**config.mk**
```make
export PLATFORM = sky130hd
export DESIGN_NAME = spram_spi_tx_flat
export DESIGN_NICKNAME = d
export VERILOG_FILES = /design/src/rtl/spi_pkg.sv /design/src/rtl/spram_spi_tx_if.sv /design/src/rtl/sck_gen.sv /design/src/rtl/spram_spi_tx.sv /design/src/flat_wrapper.sv
export SDC_FILE = /design/constraint.sdc
export NUM_CORES = 1
export LEC_CHECK = 0
export CAP_MARGIN = 20
export CORE_ASPECT_RATIO = 1.25
export CORE_MARGIN = 2
export CORE_UTILIZATION = 55
export CTS_CLUSTER_DIAMETER = 100
export DETAILED_ROUTE_END_ITERATION = 12
export GPL_TIMING_DRIVEN = 1
export PLACE_DENSITY_LB_ADDON = 0.12
export REMOVE_ABC_BUFFERS = 1
export SLEW_MARGIN = 20
export SYNTH_ARGS = -nofsm -noshare
export SYNTH_HDL_FRONTEND = slang
export SYNTH_SLANG_ARGS = --single-unit
```
**constraint.sdc**
```tcl
create_clock -name clk -period 2.8 [get_ports clk]
set_input_delay 0.56 -clock clk [delete_from_list [all_inputs] [get_ports clk]]
set_output_delay 0.56 -clock clk [all_outputs]
set_load 0.05 [all_outputs]
```
**src/rtl/spi_pkg.sv**
```systemverilog
// Shared types and constants for the SPRAM-to-SPI readout block.
package spi_pkg;

   localparam int WORD_W       = 16;
   localparam int SPRAM_ADDR_W = 14;

   typedef enum logic [2:0] {
      IDLE   = 3'd0,
      FETCH  = 3'd1,
      WAIT   = 3'd2,
      LOAD   = 3'd3,
      SHIFT  = 3'd4,
      FINISH = 3'd5
   } state_t;

endpackage

```
**src/rtl/spram_spi_tx_if.sv**
```systemverilog
// Control, SPRAM read-port and SPI pins of spram_spi_tx, grouped as one bundle.
interface spram_spi_tx_if #(
   parameter int ADDR_W = spi_pkg::SPRAM_ADDR_W
);

   logic              start;
   logic [ADDR_W-1:0] word_count;
   logic [ADDR_W-1:0] mem_addr;
   logic              mem_rd;
   logic [15:0]       mem_rdata;
   logic              sck;
   logic              sdo;
   logic              cs_n;
   logic              busy;
   logic              done;

   modport master (
      input  start, word_count, mem_rdata,
      output mem_addr, mem_rd, sck, sdo, cs_n, busy, done
   );

   modport slave (
      output start, word_count, mem_rdata,
      input  mem_addr, mem_rd, sck, sdo, cs_n, busy, done
   );

endinterface

```
**src/rtl/sck_gen.sv**
```systemverilog
// Mode-0 SPI clock generator: CLK_DIV cycles low, CLK_DIV cycles high while enabled.
module sck_gen #(
   parameter int CLK_DIV = 2
) (
   input  logic clk,
   input  logic nreset,
   input  logic en,
   output logic sck,
   output logic rise,
   output logic fall
);

   localparam logic [7:0] DIV_LAST = 8'(CLK_DIV - 1);

   logic [7:0] cnt;
   logic       phase_end;

   // Strobes flag the last cycle of a phase, i.e. sck changes on the next edge.
   assign phase_end = en && (cnt == DIV_LAST);
   assign rise      = phase_end && !sck;
   assign fall      = phase_end && sck;

   // NOTE: state registers use non-blocking assignments so every flop samples pre-edge values.
   always_ff @(posedge clk or negedge nreset) begin
      if (!nreset) begin
         cnt <= '0;
         sck <= 1'b0;
      end else if (!en) begin
         cnt <= '0;
         sck <= 1'b0;
      end else if (cnt == DIV_LAST) begin
         cnt <= '0;
         sck <= ~sck;
      end else begin
         cnt <= cnt + 8'd1;
      end
   end

endmodule

```
**src/rtl/spram_spi_tx.sv**
```systemverilog
// SPRAM-to-SPI readout: fetches word_count 16-bit words from an external
// SPRAM read port and shifts them out MSB first on a mode-0 SPI link.
module spram_spi_tx
   import spi_pkg::*;
#(
   parameter int CLK_DIV = 2,
   parameter int ADDR_W  = SPRAM_ADDR_W
) (
   input  logic           clk,
   input  logic           nreset,
   spram_spi_tx_if.master bus
);

   localparam logic [7:0] DIV_LAST = 8'(CLK_DIV - 1);
   localparam logic [4:0] BITS     = 5'(WORD_W);

   state_t            state, state_nx;
   logic [1:0]        rst_sync;
   logic              ready;
   logic [ADDR_W-1:0] addr, last_addr;
   logic [WORD_W-1:0] shreg;
   logic [4:0]        bit_cnt;
   logic [7:0]        fin_cnt;
   logic              sdo_q, done_q;
   logic              sck_en, sck_rise, sck_fall;
   logic              accept, zero_req, word_end, fin_end;

   // Reset release is re-timed so no start is acted on around the release edge.
   always_ff @(posedge clk or negedge nreset) begin
      if (!nreset) rst_sync <= 2'b00;
      else         rst_sync <= {rst_sync[0], 1'b1};
   end
   assign ready = rst_sync[1];

   assign accept   = (state == IDLE) && ready && bus.start && (bus.word_count != '0);
   assign zero_req = (state == IDLE) && ready && bus.start && (bus.word_count == '0);
   assign word_end = sck_fall && (bit_cnt == BITS);
   assign fin_end  = (state == FINISH) && (fin_cnt == DIV_LAST);

   sck_gen #(.CLK_DIV(CLK_DIV)) u_sck_gen (
      .clk    (clk),
      .nreset (nreset),
      .en     (sck_en),
      .sck    (bus.sck),
      .rise   (sck_rise),
      .fall   (sck_fall)
   );

   always_ff @(posedge clk or negedge nreset) begin
      if (!nreset) state <= IDLE;
      else         state <= state_nx;
   end

   // NOTE: every output of this block gets a default first, so no path can infer a latch.
   always_comb begin
      state_nx   = state;
      sck_en     = 1'b0;
      bus.mem_rd = 1'b0;
      bus.cs_n   = 1'b0;
      bus.busy   = 1'b1;
      unique case (state)
         IDLE: begin
            bus.cs_n = 1'b1;
            bus.busy = 1'b0;
            if (accept) state_nx = FETCH;
         end
         FETCH: begin
            bus.mem_rd = 1'b1;
            state_nx   = WAIT;
         end
         WAIT:  state_nx = LOAD;
         LOAD:  state_nx = SHIFT;
         SHIFT: begin
            sck_en = 1'b1;
            if (word_end) state_nx = (addr == last_addr) ? FINISH : FETCH;
         end
         FINISH: if (fin_end) state_nx = IDLE;
         default: state_nx = IDLE;
      endcase
   end

   // NOTE: the shift register is plain flops, not a RAM, so it is cleared by reset like the rest.
   always_ff @(posedge clk or negedge nreset) begin
      if (!nreset) begin
         addr      <= '0;
         last_addr <= '0;
         shreg     <= '0;
         bit_cnt   <= '0;
         fin_cnt   <= '0;
         sdo_q     <= 1'b0;
         done_q    <= 1'b0;
      end else begin
         done_q <= zero_req || fin_end;
         case (state)
            IDLE: if (accept) begin
               addr      <= '0;
               last_addr <= bus.word_count - 1'b1;
            end
            LOAD: begin
               shreg   <= bus.mem_rdata;
               sdo_q   <= bus.mem_rdata[WORD_W-1];
               bit_cnt <= '0;
            end
            SHIFT: begin
               fin_cnt <= '0;
               if (sck_rise) bit_cnt <= bit_cnt + 5'd1;
               // sdo moves only on a falling sck, giving a full low phase of setup.
               if (word_end) begin
                  if (addr != last_addr) addr <= addr + 1'b1;
               end else if (sck_fall) begin
                  shreg <= {shreg[WORD_W-2:0], 1'b0};
                  sdo_q <= shreg[WORD_W-2];
               end
            end
            FINISH:  fin_cnt <= fin_cnt + 8'd1;
            default: ;
         endcase
      end
   end

   assign bus.mem_addr = addr;
   assign bus.sdo      = sdo_q;
   assign bus.done     = done_q;

endmodule

```
**src/flat_wrapper.sv**
```systemverilog
// flat-port wrapper written by rule: the top's interface ports become plain ports
module spram_spi_tx_flat import spi_pkg::*;
#(
   parameter int CLK_DIV = 2,
   parameter int ADDR_W  = SPRAM_ADDR_W
)
  (clk, nreset, bus_start, bus_word_count, bus_mem_rdata, bus_mem_addr, bus_mem_rd, bus_sck, bus_sdo, bus_cs_n, bus_busy, bus_done);
  spram_spi_tx_if #(.ADDR_W(ADDR_W)) bus_i ();
  input  logic clk;
  input  logic nreset;
  input wire logic [$bits(bus_i.start)-1:0] bus_start;
  input wire logic [$bits(bus_i.word_count)-1:0] bus_word_count;
  input wire logic [$bits(bus_i.mem_rdata)-1:0] bus_mem_rdata;
  output wire logic [$bits(bus_i.mem_addr)-1:0] bus_mem_addr;
  output wire logic [$bits(bus_i.mem_rd)-1:0] bus_mem_rd;
  output wire logic [$bits(bus_i.sck)-1:0] bus_sck;
  output wire logic [$bits(bus_i.sdo)-1:0] bus_sdo;
  output wire logic [$bits(bus_i.cs_n)-1:0] bus_cs_n;
  output wire logic [$bits(bus_i.busy)-1:0] bus_busy;
  output wire logic [$bits(bus_i.done)-1:0] bus_done;
  assign bus_i.start = bus_start;
  assign bus_i.word_count = bus_word_count;
  assign bus_i.mem_rdata = bus_mem_rdata;
  assign bus_mem_addr = bus_i.mem_addr;
  assign bus_mem_rd = bus_i.mem_rd;
  assign bus_sck = bus_i.sck;
  assign bus_sdo = bus_i.sdo;
  assign bus_cs_n = bus_i.cs_n;
  assign bus_busy = bus_i.busy;
  assign bus_done = bus_i.done;
  spram_spi_tx #(.CLK_DIV(CLK_DIV), .ADDR_W(ADDR_W)) u_core (.clk(clk), .nreset(nreset), .bus(bus_i));
endmodule
```
==> results.txt, run 1 <==
Filler cells - 545
Sw power - 0.00167 W
CTS Sinks - 72
Clock slew at reported path FFs - 0.08 ns
Largest net degree at the start of global routing - 32
Syn-to-layout area delta - 24.1%
Setup_tns - 0 ns
Slew @ Worst Pin - 0.617 ns
Largest fanout on the critical path - 10
Final Power - 0.00416 W
Startpoint types - flip-flop
Endpoints failing hold - 0
Initial antenna violation count - 0
Port Buffers - 52
GRT Total Usage - 0.240
R2r setup slk - 0.22 ns
Max stage delay cell, worst path - clkdlybuf4s50_1
Critical path arrival - 2.14 ns
Worst hold path class - primary input to asynchronous set/reset pin
Dpl cell area - 4520 um2
Crit path time final - 2.70 ns
Number of global-route vias before repair - 3228
Sequential share of power - 0.405
Grt ovf - 0
Yosys top cell area share - 0.472
Post-DP HPWL - 6160 um
Die height - 97.1 um
DRC viols - 0
Netlist Area Pre-Place - 3810 um2
Synth top area cells - dfrtp_1 47%, nand2_1 6.8%, xor2_1 5.5%
Buf/Inv on CP - 2
R2r worst-path depth - 7
Status - finished clean
Post-Synthesis Cells - 421
Worst path max stage delay - 0.86 ns
Gp weighted congestion - 0.844
Vias per inst - 5.73
First-pass GRT wire length - 14500 um
Core Box Area - 6650 um2
Worst r2r src - u_core.u_sck_gen.cnt[1]
Top delay family on crit path - buffers and inverters
Leakage - 2.08 nW
Routed WL - 8500 um
Worst r2r dst - u_core.bus.mem_addr[11]
Num CTS Buffers - 9
Final Skew - 0.00939 ns
Synthesized flop and latch total - 72
RSZ-0062 raised after global routing - false
Design area - 4730 um2
Clock Tree Buf Depth - 2
# Post-CTS Setup Buffers - 0
Internal - 0.00249 W
Post-synth ARST share - 1.00
Synth area leader - dfrtp_1
Mapped Avg Cell Area - 9.06 um2
H-tree depth - 3
Vias - 3288
TritonRoute pass-1 iters - 4
CP Capture Type - output pin
WL/cell - 14.8 um
Comb power frac - 0.377
Critical Path RT - 2.24 ns
# hold bufs at CTS - 0
Antenna viol nets, final - 0
Final setup vio count - 0
Fin. max-slew vios - 0
Post-synth cell types - 51
Synthesis warning total - 0
Post-CTS resize count - 0
Initial Util - 0.574
Worst vdd ir - 0.501 mV
Commonest non-fill, non-tap cell in the layout - dfrtp_1
Commonest non-fill, non-tap cells in the layout - 72 x dfrtp_1, 69 x nand2_1, 51 x clkdlybuf4s50_1
Final Instance Count excl. Fillers - 574
Setup CP Type - flip-flop to output pin
Ports - 53
PwrDens - 879 nW/um2
Clock share of power - 0.218
Worst-path cell chain - clkinv_1 > nor3_1 > clkdlybuf4s50_1
# diodes - 0
Post-synth EDFFs - 0
Starting DRT DRC Count - 176
CTS tree - built
Slew HR - 0.586
Die Span X - 78.5 um
Prevailing post-synth register cell - dfrtp_1
Fraction of layout cells with a size suffix above 1 - 0.0883
Crit share post-route - 0.963
Worst-Skew Late Latency - 0.35 ns
DIE AREA - 7620 um2
Switching Fraction - 0.400
Peak Freq - 371 MHz
Placed Cells - 559
Site row count - 33
Fin nets - 524
CTS root buffer - clkbuf_8
Register area share after synthesis - 0.472
Max-cap violation count - 0
## cells by family (layout without fill, tap and decap cells)
logic type / count (synthesis) / after routing / share of synthesized area
flip-flops: 72 / 72 / 0.472
AND/OR/NAND/NOR: 179 / 179 / 0.221
buffers and inverters: 32 / 98 / 0.0354
XOR/XNOR: 35 / 35 / 0.0804
adder cells (fa/ha/maj): 8 / 8 / 0.0262
multiplexers: 6 / 6 / 0.0161
other: 1 / 1 / 0.000983
AO/OA/AOI/OAI: 88 / 88 / 0.148
## per-stage QoR
step / setup WS (ns) / utilization / hold slack [ns]
2_1_floorplan: -0.285 / - / 0.264
3_3_place_gp: 0.169 / 0.679 / 0.335
3_5_place_dp: 0.0565 / 0.679 / 0.344
4_1_cts: 0.107 / 0.712 / 0.178
5_1_grt: 0.0460 / 0.712 / 0.200
6_report: 0.104 / 0.712 / 0.174
## cell usage after synthesis, types with 8 or more instances
cell,count
xor2_1,24
nor2_1,41
a21oi_1,10
xnor2_1,11
dfrtp_1,72
a31oi_1,26
inv_1,11
clkbuf_1,13
nand2_1,69
nor3_1,14
o21ai_0,27
nand3_1,15
ha_1,8
## flip-flops by register name, indices dropped and copies added, names as in the netlist
signal / flops
u_core.bus.done: 1
u_core.shreg: 15
u_core.last_addr: 14
u_core.u_sck_gen.cnt: 8
u_core.state: 3
u_core.rst_sync: 2
u_core.fin_cnt: 8
u_core.u_sck_gen.sck: 1
u_core.bit_cnt: 5
u_core.bus.mem_addr: 14
u_core.bus.sdo: 1
## per-layer routing
| metal | track usage | share of wire | vias to the layer above |
|---|---|---|---|
| met3 | 0.0455 | 0.040 | 17 |
| met2 | 0.412 | 0.52 | 90 |
| met1 | 0.298 | 0.42 | 1591 |
| met5 | 0 | 0 | - |
| met4 | 0.0877 | 0.019 | 0 |
| li1 | - | - | 1590 |
## final cells by class
cell class / instances / area (um2) / area share
inverter: 12 / 45.0 / 0.00951
timing repair buffer: 71 / 671 / 0.142
tap: 87 / 109 / 0.0230
multi-input combinational: 317 / 1890 / 0.399
sequential: 72 / 1800 / 0.381
clock inverter: 5 / 81.3 / 0.0172
clock buffer: 10 / 138 / 0.0291
## how the worst max path moves through the flow
stage / start / endpoint / cells after the start
final: u_core.state[0] / bus_mem_rd / 3
after global routing: u_core.state[0] / bus_mem_rd / 3
after CTS: u_core.state[0] / bus_mem_rd / 3
after detailed placement: bus_word_count[0] / u_core.bus.mem_addr[11] / 8
after global placement: bus_word_count[9] / u_core.state[0] / 6
after floorplan: u_core.u_sck_gen.cnt[1] / u_core.bus.sdo / 6
## power by group through the flow
stage / Sequential, W / Combinational, W / Clock, W
floorplan: 0.00184 / 0.000849 / 0
global placement: 0.00169 / 0.00153 / 0
detailed placement: 0.00170 / 0.00158 / 0
CTS: 0.00168 / 0.00158 / 0.000921
global route: 0.00173 / 0.00174 / 0.000969
finish: 0.00168 / 0.00157 / 0.000907
(Power assumes the default switching activity.)
==> inputs of run 2 (changes only) <==
Settings changed: CORE_ASPECT_RATIO 1.25 to 0.75.
==> run 2 against run 1 <==
  * Register-to-register slack improved by 0.09 ns
  * Clock skew about the same
  * Routed wire length fell by 1.6%
  * Non-clock buffer count fell by 5
  * Clock-buffer cell count stayed put
  * Core utilization decreased by 2.1 points
  * Critical path depth is 1 lower
  * Critical endpoint is now bus_cs_n
  * Largest cell class unchanged
  * Highest routed layer unchanged
==> results.txt, run 2 (same netlist as run 1, synthesis figures left out) <==
Status - finished clean
RSZ-0062 raised after global routing - false
Largest net degree at the start of global routing - 73
Max-cap violation count - 0
Largest fanout on the critical path - 10
Slew @ Worst Pin - 0.664 ns
H-tree depth - 3
Initial Util - 0.564
Core Box Area - 6770 um2
Largest Register - u_core.shreg
# hold bufs at CTS - 0
Fin nets - 519
WL/cell - 14.7 um
CTS root buffer - clkbuf_8
Routed WL - 8360 um
Slew HR - 0.554
Endpoints failing hold - 0
Setup CP Type - flip-flop to output pin
Number of global-route vias before repair - 3064
Commonest non-fill, non-tap cells in the layout - 72 x dfrtp_1, 69 x nand2_1, 51 x clkdlybuf4s50_1
Die height - 76.1 um
CTS Sinks - 72
Worst vdd ir - 0.429 mV
Clock Tree Buf Depth - 2
R2r setup slk - 0.31 ns
Vias per inst - 5.60
M2 GR Usage - 0.350
DIE AREA - 7630 um2
Peak Freq - 378 MHz
Worst-Skew Late Latency - 0.36 ns
CP Capture Type - output pin
Dpl cell area - 4470 um2
Leakage - 2.05 nW
Design area - 4680 um2
Dpl ws - 0.0446 ns
# diodes - 0
DRC viols - 0
Startpoint types - flip-flop
Post-CTS resize count - 0
Crit path time final - 2.64 ns
TritonRoute pass-1 iters - 5
Commonest non-fill, non-tap cell in the layout - dfrtp_1
Die Span X - 100 um
Final setup vio count - 0
Worst r2r src - u_core.u_sck_gen.cnt[1]
Critical path arrival - 2.08 ns
Met1 GRT Util - 0.340
Grt ovf - 0
Fin. max-slew vios - 0
Max reg flops - 15
Worst hold path class - primary input to asynchronous set/reset pin
CTS tree - built
Worst r2r dst - u_core.bus.mem_addr[6]
Clock slew at reported path FFs - 0.08 ns
Final Skew - 0.00893 ns
Met3 global-route usage - 0.0697
Fraction of layout cells with a size suffix above 1 - 0.0807
Initial antenna violation count - 0
Final Power - 0.00410 W
Critical Path RT - 2.24 ns
Syn-to-layout area delta - 22.7%
# Post-CTS Setup Buffers - 0
Crit share post-route - 0.944
Antenna viol nets, final - 0
PwrDens - 876 nW/um2
GRT Total Usage - 0.239
Num CTS Buffers - 9
Setup_tns - 0 ns
Post-route setup slack - 0.157 ns
Worst hold slack - 0.214 ns
Port Buffers - 52
First-pass GRT wire length - 14500 um
Vias - 3177
Post-DP HPWL - 5770 um
R2r worst-path depth - 7
Ports - 53
Top Usage Layer GRT - met2
Site row count - 26
Gp weighted congestion - 0.853
Starting DRT DRC Count - 257
run 2: final cells by class:
| class | count | area [um2] |
|---|---|---|
| inverters | 12 | 45.0 |
| clock buffers | 10 | 138 |
| clock inverters | 6 | 67.6 |
| multi-input cells | 317 | 1890 |
| flip-flops and latches | 72 | 1800 |
| repair buffers | 66 | 633 |
| well taps | 84 | 105 |
| fillers | 547 | 2090 |
run 2: through the flow:
stage,cells,util
after floorplan,401,-
final,567,0.692
after detailed placement,551,0.661
after global routing,567,0.692
after global placement,551,0.661
after CTS,567,0.692
run 2: worst max-delay path: stages, from the launching register on:
cell	delay [ns]
dfrtp_1	0.48
nor3_1	0.36
clkdlybuf4s50_1	0.88
run 2: how the worst max path moves through the flow:
stage / end / start / slack (ns) / cells after the start
final: bus_cs_n / u_core.state[2] / 0.16 / 2
after global routing: bus_cs_n / u_core.state[2] / 0.07 / 2
after CTS: bus_cs_n / u_core.state[2] / 0.14 / 2
after detailed placement: u_core.last_addr[5] / bus_word_count[9] / 0.04 / 6
after global placement: u_core.last_addr[9] / bus_word_count[9] / 0.16 / 6
after floorplan: u_core.bus.sdo / u_core.u_sck_gen.cnt[1] / -0.29 / 6
run 2: power by group:
part / total, W / internal, W / switching [W]
Clock: 0.000859 / 0.000438 / 0.000421
Combinational: 0.00155 / 0.000618 / 0.000934
Sequential: 0.00169 / 0.00135 / 0.000334
run 2: per-layer routing:
layer  vias to the layer above  routed length, um  share of wire
li1                       1589                  -              -
met1                      1487               4000           0.48
met2                        87               3700           0.44
met3                        14                528          0.063
met4                         0                138          0.017
met5                         -                  0              0
